[src/rtl/cve2_pkg.sv]
// Shared types for the registered writeback stage.
// Holds the WB pipeline register entry, the load queue entry and a small
// register-address helper used by both the ID and LSU write paths.
package cve2_pkg;

  localparam int unsigned DataWidthDef = 32;
  localparam int unsigned RegAddrWDef  = 5;

  // One completed ID instruction waiting to be written back.
  typedef struct packed {
    logic [RegAddrWDef-1:0]  waddr_a;
    logic [DataWidthDef-1:0] wdata_a;
    logic                    we_a;
    logic [RegAddrWDef-1:0]  waddr_b;
    logic [DataWidthDef-1:0] wdata_b;
    logic                    we_b;
    logic                    perf;
    logic                    compressed;
  } wb_entry_t;

  // One outstanding load, in issue order.
  typedef struct packed {
    logic [RegAddrWDef-1:0] waddr;
    logic                   compressed;
    logic                   perf;
  } lq_entry_t;

  // x0 is hard-wired to zero, so any write aimed at it is dropped.
  function automatic logic is_x0(input logic [RegAddrWDef-1:0] addr);
    return (addr == {RegAddrWDef{1'b0}});
  endfunction

endpackage

[src/rtl/cve2_wb_load_queue.sv]
// In-order FIFO of outstanding load destinations.
// Push and pop in the same cycle are legal even when full; a pop on an
// empty queue and a push into a full queue without a pop are ignored.
module cve2_wb_load_queue
  import cve2_pkg::*;
#(
  parameter int unsigned Depth = 2
) (
  input  logic      clk_i,
  input  logic      rst_ni,
  input  logic      push_i,
  input  logic      pop_i,
  input  lq_entry_t push_data_i,
  output lq_entry_t head_o,
  output logic      empty_o,
  output logic      full_o
);

  localparam int unsigned PtrW = (Depth > 1) ? $clog2(Depth) : 1;
  localparam int unsigned CntW = $clog2(Depth + 1);

  lq_entry_t          mem_r [Depth];
  logic [PtrW-1:0]    wr_ptr_r;
  logic [PtrW-1:0]    rd_ptr_r;
  logic [CntW-1:0]    count_r;
  logic               do_push_s;
  logic               do_pop_s;

  // Pointers wrap at Depth, which need not be a power of two.
  function automatic logic [PtrW-1:0] next_ptr(input logic [PtrW-1:0] ptr);
    if (ptr == PtrW'(Depth - 1)) begin
      return {PtrW{1'b0}};
    end else begin
      return ptr + PtrW'(1);
    end
  endfunction

  assign empty_o   = (count_r == {CntW{1'b0}});
  assign full_o    = (count_r == CntW'(Depth));
  assign do_pop_s  = pop_i & ~empty_o;
  assign do_push_s = push_i & (~full_o | do_pop_s);
  assign head_o    = mem_r[rd_ptr_r];

  // Entry storage, written at the tail on every accepted push.
  always_ff @(posedge clk_i or negedge rst_ni) begin
    if (!rst_ni) begin
      for (int i = 0; i < int'(Depth); i++) begin
        mem_r[i] <= '0;
      end
    end else if (do_push_s) begin
      mem_r[wr_ptr_r] <= push_data_i;
    end
  end

  // Read/write pointers and occupancy count.
  always_ff @(posedge clk_i or negedge rst_ni) begin
    if (!rst_ni) begin
      wr_ptr_r <= {PtrW{1'b0}};
      rd_ptr_r <= {PtrW{1'b0}};
      count_r  <= {CntW{1'b0}};
    end else begin
      if (do_push_s) begin
        wr_ptr_r <= next_ptr(wr_ptr_r);
      end
      if (do_pop_s) begin
        rd_ptr_r <= next_ptr(rd_ptr_r);
      end
      case ({do_push_s, do_pop_s})
        2'b10:   count_r <= count_r + CntW'(1);
        2'b01:   count_r <= count_r - CntW'(1);
        default: count_r <= count_r;
      endcase
    end
  end

endmodule

[src/rtl/cve2_wb_stage_checker.sv]
// Protocol checks for the writeback stage: load-queue overflow, responses
// without an outstanding load, and single-source ownership of RF port A.
module cve2_wb_stage_checker (
  input logic clk_i,
  input logic rst_ni,
  input logic load_req,
  input logic load_ready,
  input logic resp_valid,
  input logic queue_empty,
  input logic src_lsu,
  input logic src_wb
);

  push_when_full: assert property (@(posedge clk_i) disable iff (!rst_ni)
    load_req |-> load_ready);

  resp_without_load: assert property (@(posedge clk_i) disable iff (!rst_ni)
    resp_valid |-> !queue_empty);

  port_a_one_source: assert property (@(posedge clk_i) disable iff (!rst_ni)
    $onehot0({src_lsu, src_wb}));

endmodule

[src/rtl/cve2_wb_stage.sv]
// Registered writeback stage between ID/EX and the register file.
// One WB register for ID results, an in-order load destination queue, and
// arbitration of RF port A where LSU responses take priority.
// Optional feature macro: CVE2_WB_FORWARD_EN (WB-register forward to ID).
// DataWidth/RegAddrW must match the widths used by cve2_pkg.
module cve2_wb_stage
  import cve2_pkg::*;
#(
  parameter int unsigned DataWidth  = DataWidthDef,
  parameter int unsigned RegAddrW   = RegAddrWDef,
  parameter int unsigned LoadQDepth = 2
) (
  input  logic                 clk_i,
  input  logic                 rst_ni,
  input  logic                 en_wb_i,
  output logic                 wb_ready_o,
  input  logic                 instr_is_compressed_id_i,
  input  logic                 instr_perf_count_id_i,
  input  logic [RegAddrW-1:0]  rf_waddr_a_id_i,
  input  logic [DataWidth-1:0] rf_wdata_a_id_i,
  input  logic                 rf_we_a_id_i,
  input  logic [RegAddrW-1:0]  rf_waddr_b_id_i,
  input  logic [DataWidth-1:0] rf_wdata_b_id_i,
  input  logic                 rf_we_b_id_i,
  input  logic                 lsu_load_req_i,
  input  logic [RegAddrW-1:0]  lsu_load_waddr_i,
  output logic                 lsu_load_ready_o,
  input  logic                 lsu_resp_valid_i,
  input  logic                 lsu_resp_err_i,
  input  logic [DataWidth-1:0] rf_wdata_lsu_i,
  output logic [RegAddrW-1:0]  rf_waddr_a_wb_o,
  output logic [DataWidth-1:0] rf_wdata_a_wb_o,
  output logic                 rf_we_a_wb_o,
  output logic [RegAddrW-1:0]  rf_waddr_b_wb_o,
  output logic [DataWidth-1:0] rf_wdata_b_wb_o,
  output logic                 rf_we_b_wb_o,
  output logic                 perf_instr_ret_wb_o,
  output logic                 perf_instr_ret_compressed_wb_o,
  output logic                 fwd_valid_o,
  output logic [RegAddrW-1:0]  fwd_waddr_o,
  output logic [DataWidth-1:0] fwd_wdata_o,
  output logic                 load_pending_o
);

  wb_entry_t wb_r;
  wb_entry_t wb_next_s;
  logic      wb_valid_r;
  logic      drain_s;
  logic      capture_s;
  logic      lsu_pop_s;
  logic      lsu_ok_s;
  lq_entry_t lq_push_s;
  lq_entry_t lq_head_s;
  logic      lq_empty_s;
  logic      lq_full_s;

  // An LSU response owns port A that cycle, so the WB register must wait.
  assign drain_s          = wb_valid_r & ~lsu_resp_valid_i;
  assign wb_ready_o       = ~wb_valid_r | drain_s;
  assign capture_s        = en_wb_i & wb_ready_o;
  assign lsu_pop_s        = lsu_resp_valid_i & ~lq_empty_s;
  assign lsu_ok_s         = lsu_pop_s & ~lsu_resp_err_i;
  assign lsu_load_ready_o = ~lq_full_s | lsu_resp_valid_i;
  assign load_pending_o   = ~lq_empty_s;

  assign lq_push_s.waddr      = lsu_load_waddr_i;
  assign lq_push_s.compressed = instr_is_compressed_id_i;
  assign lq_push_s.perf       = instr_perf_count_id_i;

  cve2_wb_load_queue #(
    .Depth (LoadQDepth)
  ) u_load_queue (
    .clk_i       (clk_i),
    .rst_ni      (rst_ni),
    .push_i      (lsu_load_req_i & lsu_load_ready_o),
    .pop_i       (lsu_pop_s),
    .push_data_i (lq_push_s),
    .head_o      (lq_head_s),
    .empty_o     (lq_empty_s),
    .full_o      (lq_full_s)
  );

  // Build the entry to capture; writes to x0 are stored as non-writes.
  always_comb begin
    wb_next_s            = '0;
    wb_next_s.waddr_a    = rf_waddr_a_id_i;
    wb_next_s.wdata_a    = rf_wdata_a_id_i;
    wb_next_s.we_a       = rf_we_a_id_i & ~is_x0(rf_waddr_a_id_i);
    wb_next_s.waddr_b    = rf_waddr_b_id_i;
    wb_next_s.wdata_b    = rf_wdata_b_id_i;
    wb_next_s.we_b       = rf_we_b_id_i & ~is_x0(rf_waddr_b_id_i);
    wb_next_s.perf       = instr_perf_count_id_i;
    wb_next_s.compressed = instr_is_compressed_id_i;
  end

  // WB pipeline register: capture wins over drain so 1/cycle throughput holds.
  always_ff @(posedge clk_i or negedge rst_ni) begin
    if (!rst_ni) begin
      wb_r       <= '0;
      wb_valid_r <= 1'b0;
    end else if (capture_s) begin
      wb_r       <= wb_next_s;
      wb_valid_r <= 1'b1;
    end else if (drain_s) begin
      wb_valid_r <= 1'b0;
    end else begin
      wb_valid_r <= wb_valid_r;
    end
  end

  // RF port arbitration and retire pulses; idle ports drive zero.
  always_comb begin
    rf_waddr_a_wb_o                = '0;
    rf_wdata_a_wb_o                = '0;
    rf_we_a_wb_o                   = 1'b0;
    rf_waddr_b_wb_o                = '0;
    rf_wdata_b_wb_o                = '0;
    rf_we_b_wb_o                   = 1'b0;
    perf_instr_ret_wb_o            = 1'b0;
    perf_instr_ret_compressed_wb_o = 1'b0;
    if (lsu_pop_s) begin
      rf_waddr_a_wb_o                = lq_head_s.waddr;
      rf_wdata_a_wb_o                = rf_wdata_lsu_i;
      rf_we_a_wb_o                   = lsu_ok_s & ~is_x0(lq_head_s.waddr);
      perf_instr_ret_wb_o            = lsu_ok_s & lq_head_s.perf;
      perf_instr_ret_compressed_wb_o = lsu_ok_s & lq_head_s.perf & lq_head_s.compressed;
    end else if (drain_s) begin
      rf_waddr_a_wb_o                = wb_r.waddr_a;
      rf_wdata_a_wb_o                = wb_r.wdata_a;
      rf_we_a_wb_o                   = wb_r.we_a;
      rf_waddr_b_wb_o                = wb_r.waddr_b;
      rf_wdata_b_wb_o                = wb_r.wdata_b;
      rf_we_b_wb_o                   = wb_r.we_b;
      perf_instr_ret_wb_o            = wb_r.perf;
      perf_instr_ret_compressed_wb_o = wb_r.perf & wb_r.compressed;
    end else begin
      rf_we_a_wb_o = 1'b0;
    end
  end

`ifdef CVE2_WB_FORWARD_EN
  assign fwd_valid_o = wb_valid_r & wb_r.we_a;
  assign fwd_waddr_o = wb_r.waddr_a;
  assign fwd_wdata_o = wb_r.wdata_a;
`else
  assign fwd_valid_o = 1'b0;
  assign fwd_waddr_o = '0;
  assign fwd_wdata_o = '0;
`endif

  cve2_wb_stage_checker u_checker (
    .clk_i       (clk_i),
    .rst_ni      (rst_ni),
    .load_req    (lsu_load_req_i),
    .load_ready  (lsu_load_ready_o),
    .resp_valid  (lsu_resp_valid_i),
    .queue_empty (lq_empty_s),
    .src_lsu     (lsu_pop_s),
    .src_wb      (drain_s)
  );

endmodule

[config.mk]
export PLATFORM = sky130hd
export DESIGN_NAME = cve2_wb_stage
export DESIGN_NICKNAME = d
export VERILOG_FILES = /design/src/rtl/cve2_pkg.sv /design/src/rtl/cve2_wb_load_queue.sv /design/src/rtl/cve2_wb_stage_checker.sv /design/src/rtl/cve2_wb_stage.sv
export SDC_FILE = /design/constraint.sdc
export NUM_CORES = 1
export LEC_CHECK = 0
export CAP_MARGIN = 10
export CORE_UTILIZATION = 44
export DETAILED_ROUTE_END_ITERATION = 10
export GPL_TIMING_DRIVEN = 1
export HOLD_SLACK_MARGIN = 0.06
export PLACE_DENSITY = 0.92
export SETUP_SLACK_MARGIN = 0.02
export SYNTH_ARGS = -nofsm -noshare
export SYNTH_HDL_FRONTEND = slang
export SYNTH_SLANG_ARGS = --single-unit
[constraint.sdc]
create_clock -name clk_i -period 3.85 [get_ports clk_i]
set_clock_uncertainty 0.1 [all_clocks]
set_input_delay 0.77 -clock clk_i [delete_from_list [all_inputs] [get_ports clk_i]]
set_output_delay 0.77 -clock clk_i [all_outputs]
set_load 0.05 [all_outputs]
==> results.tsv, run 1 <==
stage	metric	value	unit
global_routing	total grt overflow	0	
timing	final worst slack	0.4783	ns
power	Comb pwr share	49.6	%
logic_synthesis	Syn Inst Count	373	
place	pre-CTS setup slack	0.4772	ns
timing	minimum clock period	3.372	ns
die	Placeable Area	10420	um2
power	P_int	2.562	mW
setup_path	reg-to-reg startpoint	u_load_queue.count_r[0]	
setup_path	Reg2Reg Depth	5	
setup_path	CP Class	input pin to output pin	
place	I/O Buffers	201	
power	worst vdd ir	290.6	uV
route	routed vias	3565	
power	Clk network pwr share	16.1	%
logic_synthesis	Synth top cells by count	97 x dfrtp_1, 84 x mux2_2, 38 x and2_1, 38 x buf_4, 33 x a22o_1	
clock_network	CTS Hold Bufs	0	
clock_network	Clk Latency, worst-skew pair	0.35	ns
logic_synthesis	count leader, synth	dfrtp_1	
clock_network	setup repair bufs after CTS	0	
logic_synthesis	cells taking the most area after synthesis	dfrtp_1 51%, mux2_2 20%, a22o_1 6.1%	
die	Die Height	105.9	um
die	Die W	105.9	um
route	DRC	0	
timing	final setup fails	0	
timing	Fin. Hold Viols	0	
route	routed length per instance	17.85	um
setup_path	Register-to-Register Setup Slack	1.97	ns
clock_network	Gates resized, CTS repair	0	
logic_synthesis	register bit count reported by yosys	97	
setup_path	CP required	2.98	ns
logic_synthesis	cell taking the most area after synthesis	dfrtp_1	
clock_network	Clock Path Buffers	2	
logic_synthesis	top-area cell type share of the netlist area	51.12	%
clock_network	Inserted Clock Buffers	9	
timing	unrepaired setup endpoints after global routing	false	
power	sw frac	37.69	%
finish	Ant. Diodes	0	
place	gpl congestion	0.7993	
global_routing	vias in the first global route	3977	
route	remaining antenna violation count	0	
timing	FMAX	0.2966	GHz
logic_synthesis	Avg Cell Area, Syn	12.73	um2
power	Pwr Density	531.4	nW/um2
place	Area after DPL	7540	um2
power	leakage power	3.334	nW
timing	Worst Tran Pin Value	0.5344	ns
run	Max Cap Viol	0	
setup_path	WP data arrival	2.50	ns
logic_synthesis	mapped cell area	4748	um2
timing	Slew HR	64.38	%
worst_hold_path	Hold Path Class	input pin to async pin	
die	IO Pins	240	
power	Flop pwr share	34.3	%
clock_network	CTS HTree Levels	3	
power	net switching power	1.549	mW
route	DR pass1 iterations	4	
route	Routed WL	12.60	mm
setup_path	RR Endpoint	u_load_queue.count_r[1]	
logic_synthesis	synth unique cells	35	
finish	Final nets	687	
clock_network	CTS Sinks	97	
logic_synthesis	Synthesis Warnings	0	
die	Rows	37	
finish	design area	7736	um2
global_routing	initial antenna violation count	0	
finish	area growth from synthesis to layout	62.92	%
outcome	outcome	finished clean	
global_routing	largest net degree at the start of global routing	98	
die	die area	11210	um2
clock_network	Worst-path clk slew	0.10	ns
clock_network	CTS tree	built	
clock_network	root buffer cell	clkbuf_8	
timing	Tcrit/Tclk final	87.58	%
finish	layout cells sized above 1	34.21	%
die	Initial Util	45.59	%
global_routing	first-pass GRT wire length	19.83	mm
timing	setup tns final	0	ns
setup_path	CP max FO	5	
global_routing	GRT Total Usage	23.39	%
route	initial DRC count	151	
place	Post-DP HPWL	9.530	mm
setup_path	CP startpoint kind	input pin	
timing	Slew Limit Fails	0	
setup_path	CP endpoint kind	output pin	
logic_synthesis	EDFF count, synth	0	
logic_synthesis	Synth async-reset ratio	100.0	%
logic_synthesis	post-synthesis sequential area ratio	51.12	%
logic_synthesis	main flop type after synthesis	dfrtp_1	
route	vias per inst	5.050	
## area by class of cell
| class | count | area (um2) |
|---|---|---|
| clock buffers | 11 | 141.4 |
| clock inverters | 5 | 55.05 |
| fillers | 630 | 2680 |
| inverters | 1 | 3.754 |
| multi-input cells | 250 | 2073 |
| flip-flops and latches | 97 | 2427 |
| well taps | 136 | 170.2 |
| repair buffers | 206 | 2865 |
## registers in the layout (all words and copies together), names as in the netlist
name	count
wb_valid_r	1
u_load_queue.count_r	2
wb_r	78
u_load_queue.mem_r	14
u_load_queue.rd_ptr_r	1
u_load_queue.wr_ptr_r	1
## metrics by stage
| step | util, % | hold WS (ns) | cells | power [mW] |
|---|---|---|---|---|
| floorplan | - | 0.3418 | 410 | 2.559 |
| global placement | 72.38 | 0.3556 | 690 | 3.398 |
| detailed placement | 72.38 | 0.3862 | 690 | 3.470 |
| CTS | 74.27 | 0.3664 | 706 | 4.143 |
| global route | 74.27 | 0.3934 | 706 | 4.288 |
| finish | 74.27 | 0.3255 | 706 | 4.111 |
## placed cells by master (no fill, tap or decap), types with 2 or more instances in the layout
master / netlist / routed
buf_4: 38 / 3
dfrtp_1: 97 / 97
o21ai_0: 9 / 9
mux2i_1: 6 / 6
a22o_1: 33 / 33
clkinv_2: 0 / 2
nor2_1: 2 / 2
mux2_4: 7 / 7
nand2_1: 9 / 9
conb_1: 1 / 38
clkbuf_8: 0 / 10
clkdlybuf4s50_1: 0 / 122
or4_1: 2 / 2
buf_12: 0 / 81
and2_1: 38 / 38
nor3_1: 2 / 2
mux2_2: 84 / 84
xnor2_1: 4 / 4
clkinvlp_4: 0 / 2
## power by group through the flow
stage / Combinational, mW / Clock [mW] / Sequential (mW)
after floorplan: 1.21 / 0 / 1.35
after global placement: 2.00 / 0 / 1.40
after detailed placement: 2.04 / 0 / 1.43
after CTS: 2.05 / 0.685 / 1.41
after global routing: 2.13 / 0.722 / 1.44
final: 2.04 / 0.661 / 1.41
## metal layers
layer,GRT usage [%],up-vias,share of wire [%]
met4,8.036,0,1.6
met1,24.81,1752,35
li1,-,1615,-
met5,0,-,0
met2,43.09,183,54
met3,7.730,15,8.6
## logic make-up after synthesis
logic type | count (synthesis) | share of synthesized area [%]
simple gates | 62 | 7.853
fa+ha+maj | 1 | 0.2635
mux | 97 | 23.40
compound gates | 47 | 7.932
xor+xnor | 5 | 0.9222
other cells | 1 | 0.07898
flops | 97 | 51.12
buf+inv | 63 | 8.432
## worst max-delay path by stage
stage	cells after the start	slack (ns)	endpoint	from
floorplan	5	0.99	rf_wdata_a_wb_o[10]	lsu_resp_valid_i
global placement	3	0.50	lsu_load_ready_o	lsu_resp_valid_i
detailed placement	3	0.48	lsu_load_ready_o	lsu_resp_valid_i
CTS	3	0.47	lsu_load_ready_o	lsu_resp_valid_i
global route	3	0.43	lsu_load_ready_o	lsu_resp_valid_i
finish	3	0.48	lsu_load_ready_o	lsu_resp_valid_i
## worst max-delay path: stages
cell,delay [ns]
clkdlybuf4s50_1,0.53
or3b_1,0.47
clkdlybuf4s50_1,0.73
Note: power is estimated with default switching activity, not from simulation.
==> inputs of run 2 (changes only) <==
--- a/config.mk
+++ b/config.mk
@@ -5,11 +5,11 @@
 export SDC_FILE = /design/constraint.sdc
 export NUM_CORES = 1
 export LEC_CHECK = 0
+export ABC_AREA = 0
 export CAP_MARGIN = 10
 export CORE_UTILIZATION = 44
 export DETAILED_ROUTE_END_ITERATION = 10
 export GPL_TIMING_DRIVEN = 1
-export HOLD_SLACK_MARGIN = 0.06
 export PLACE_DENSITY = 0.92
 export SETUP_SLACK_MARGIN = 0.02
 export SYNTH_ARGS = -nofsm -noshare
==> results of run 2 <==
No change in the layout: final DEF, timing and power equal those of run 1.
==> inputs of run 3 (changes only) <==
--- a/config.mk
+++ b/config.mk
@@ -8,6 +8,7 @@
 export ABC_AREA = 0
 export CAP_MARGIN = 10
 export CORE_UTILIZATION = 44
+export CTS_CLUSTER_SIZE = 40
 export DETAILED_ROUTE_END_ITERATION = 10
 export GPL_TIMING_DRIVEN = 1
 export PLACE_DENSITY = 0.92
==> results of run 3 <==
No change in the layout: final DEF, timing and power equal those of run 1.
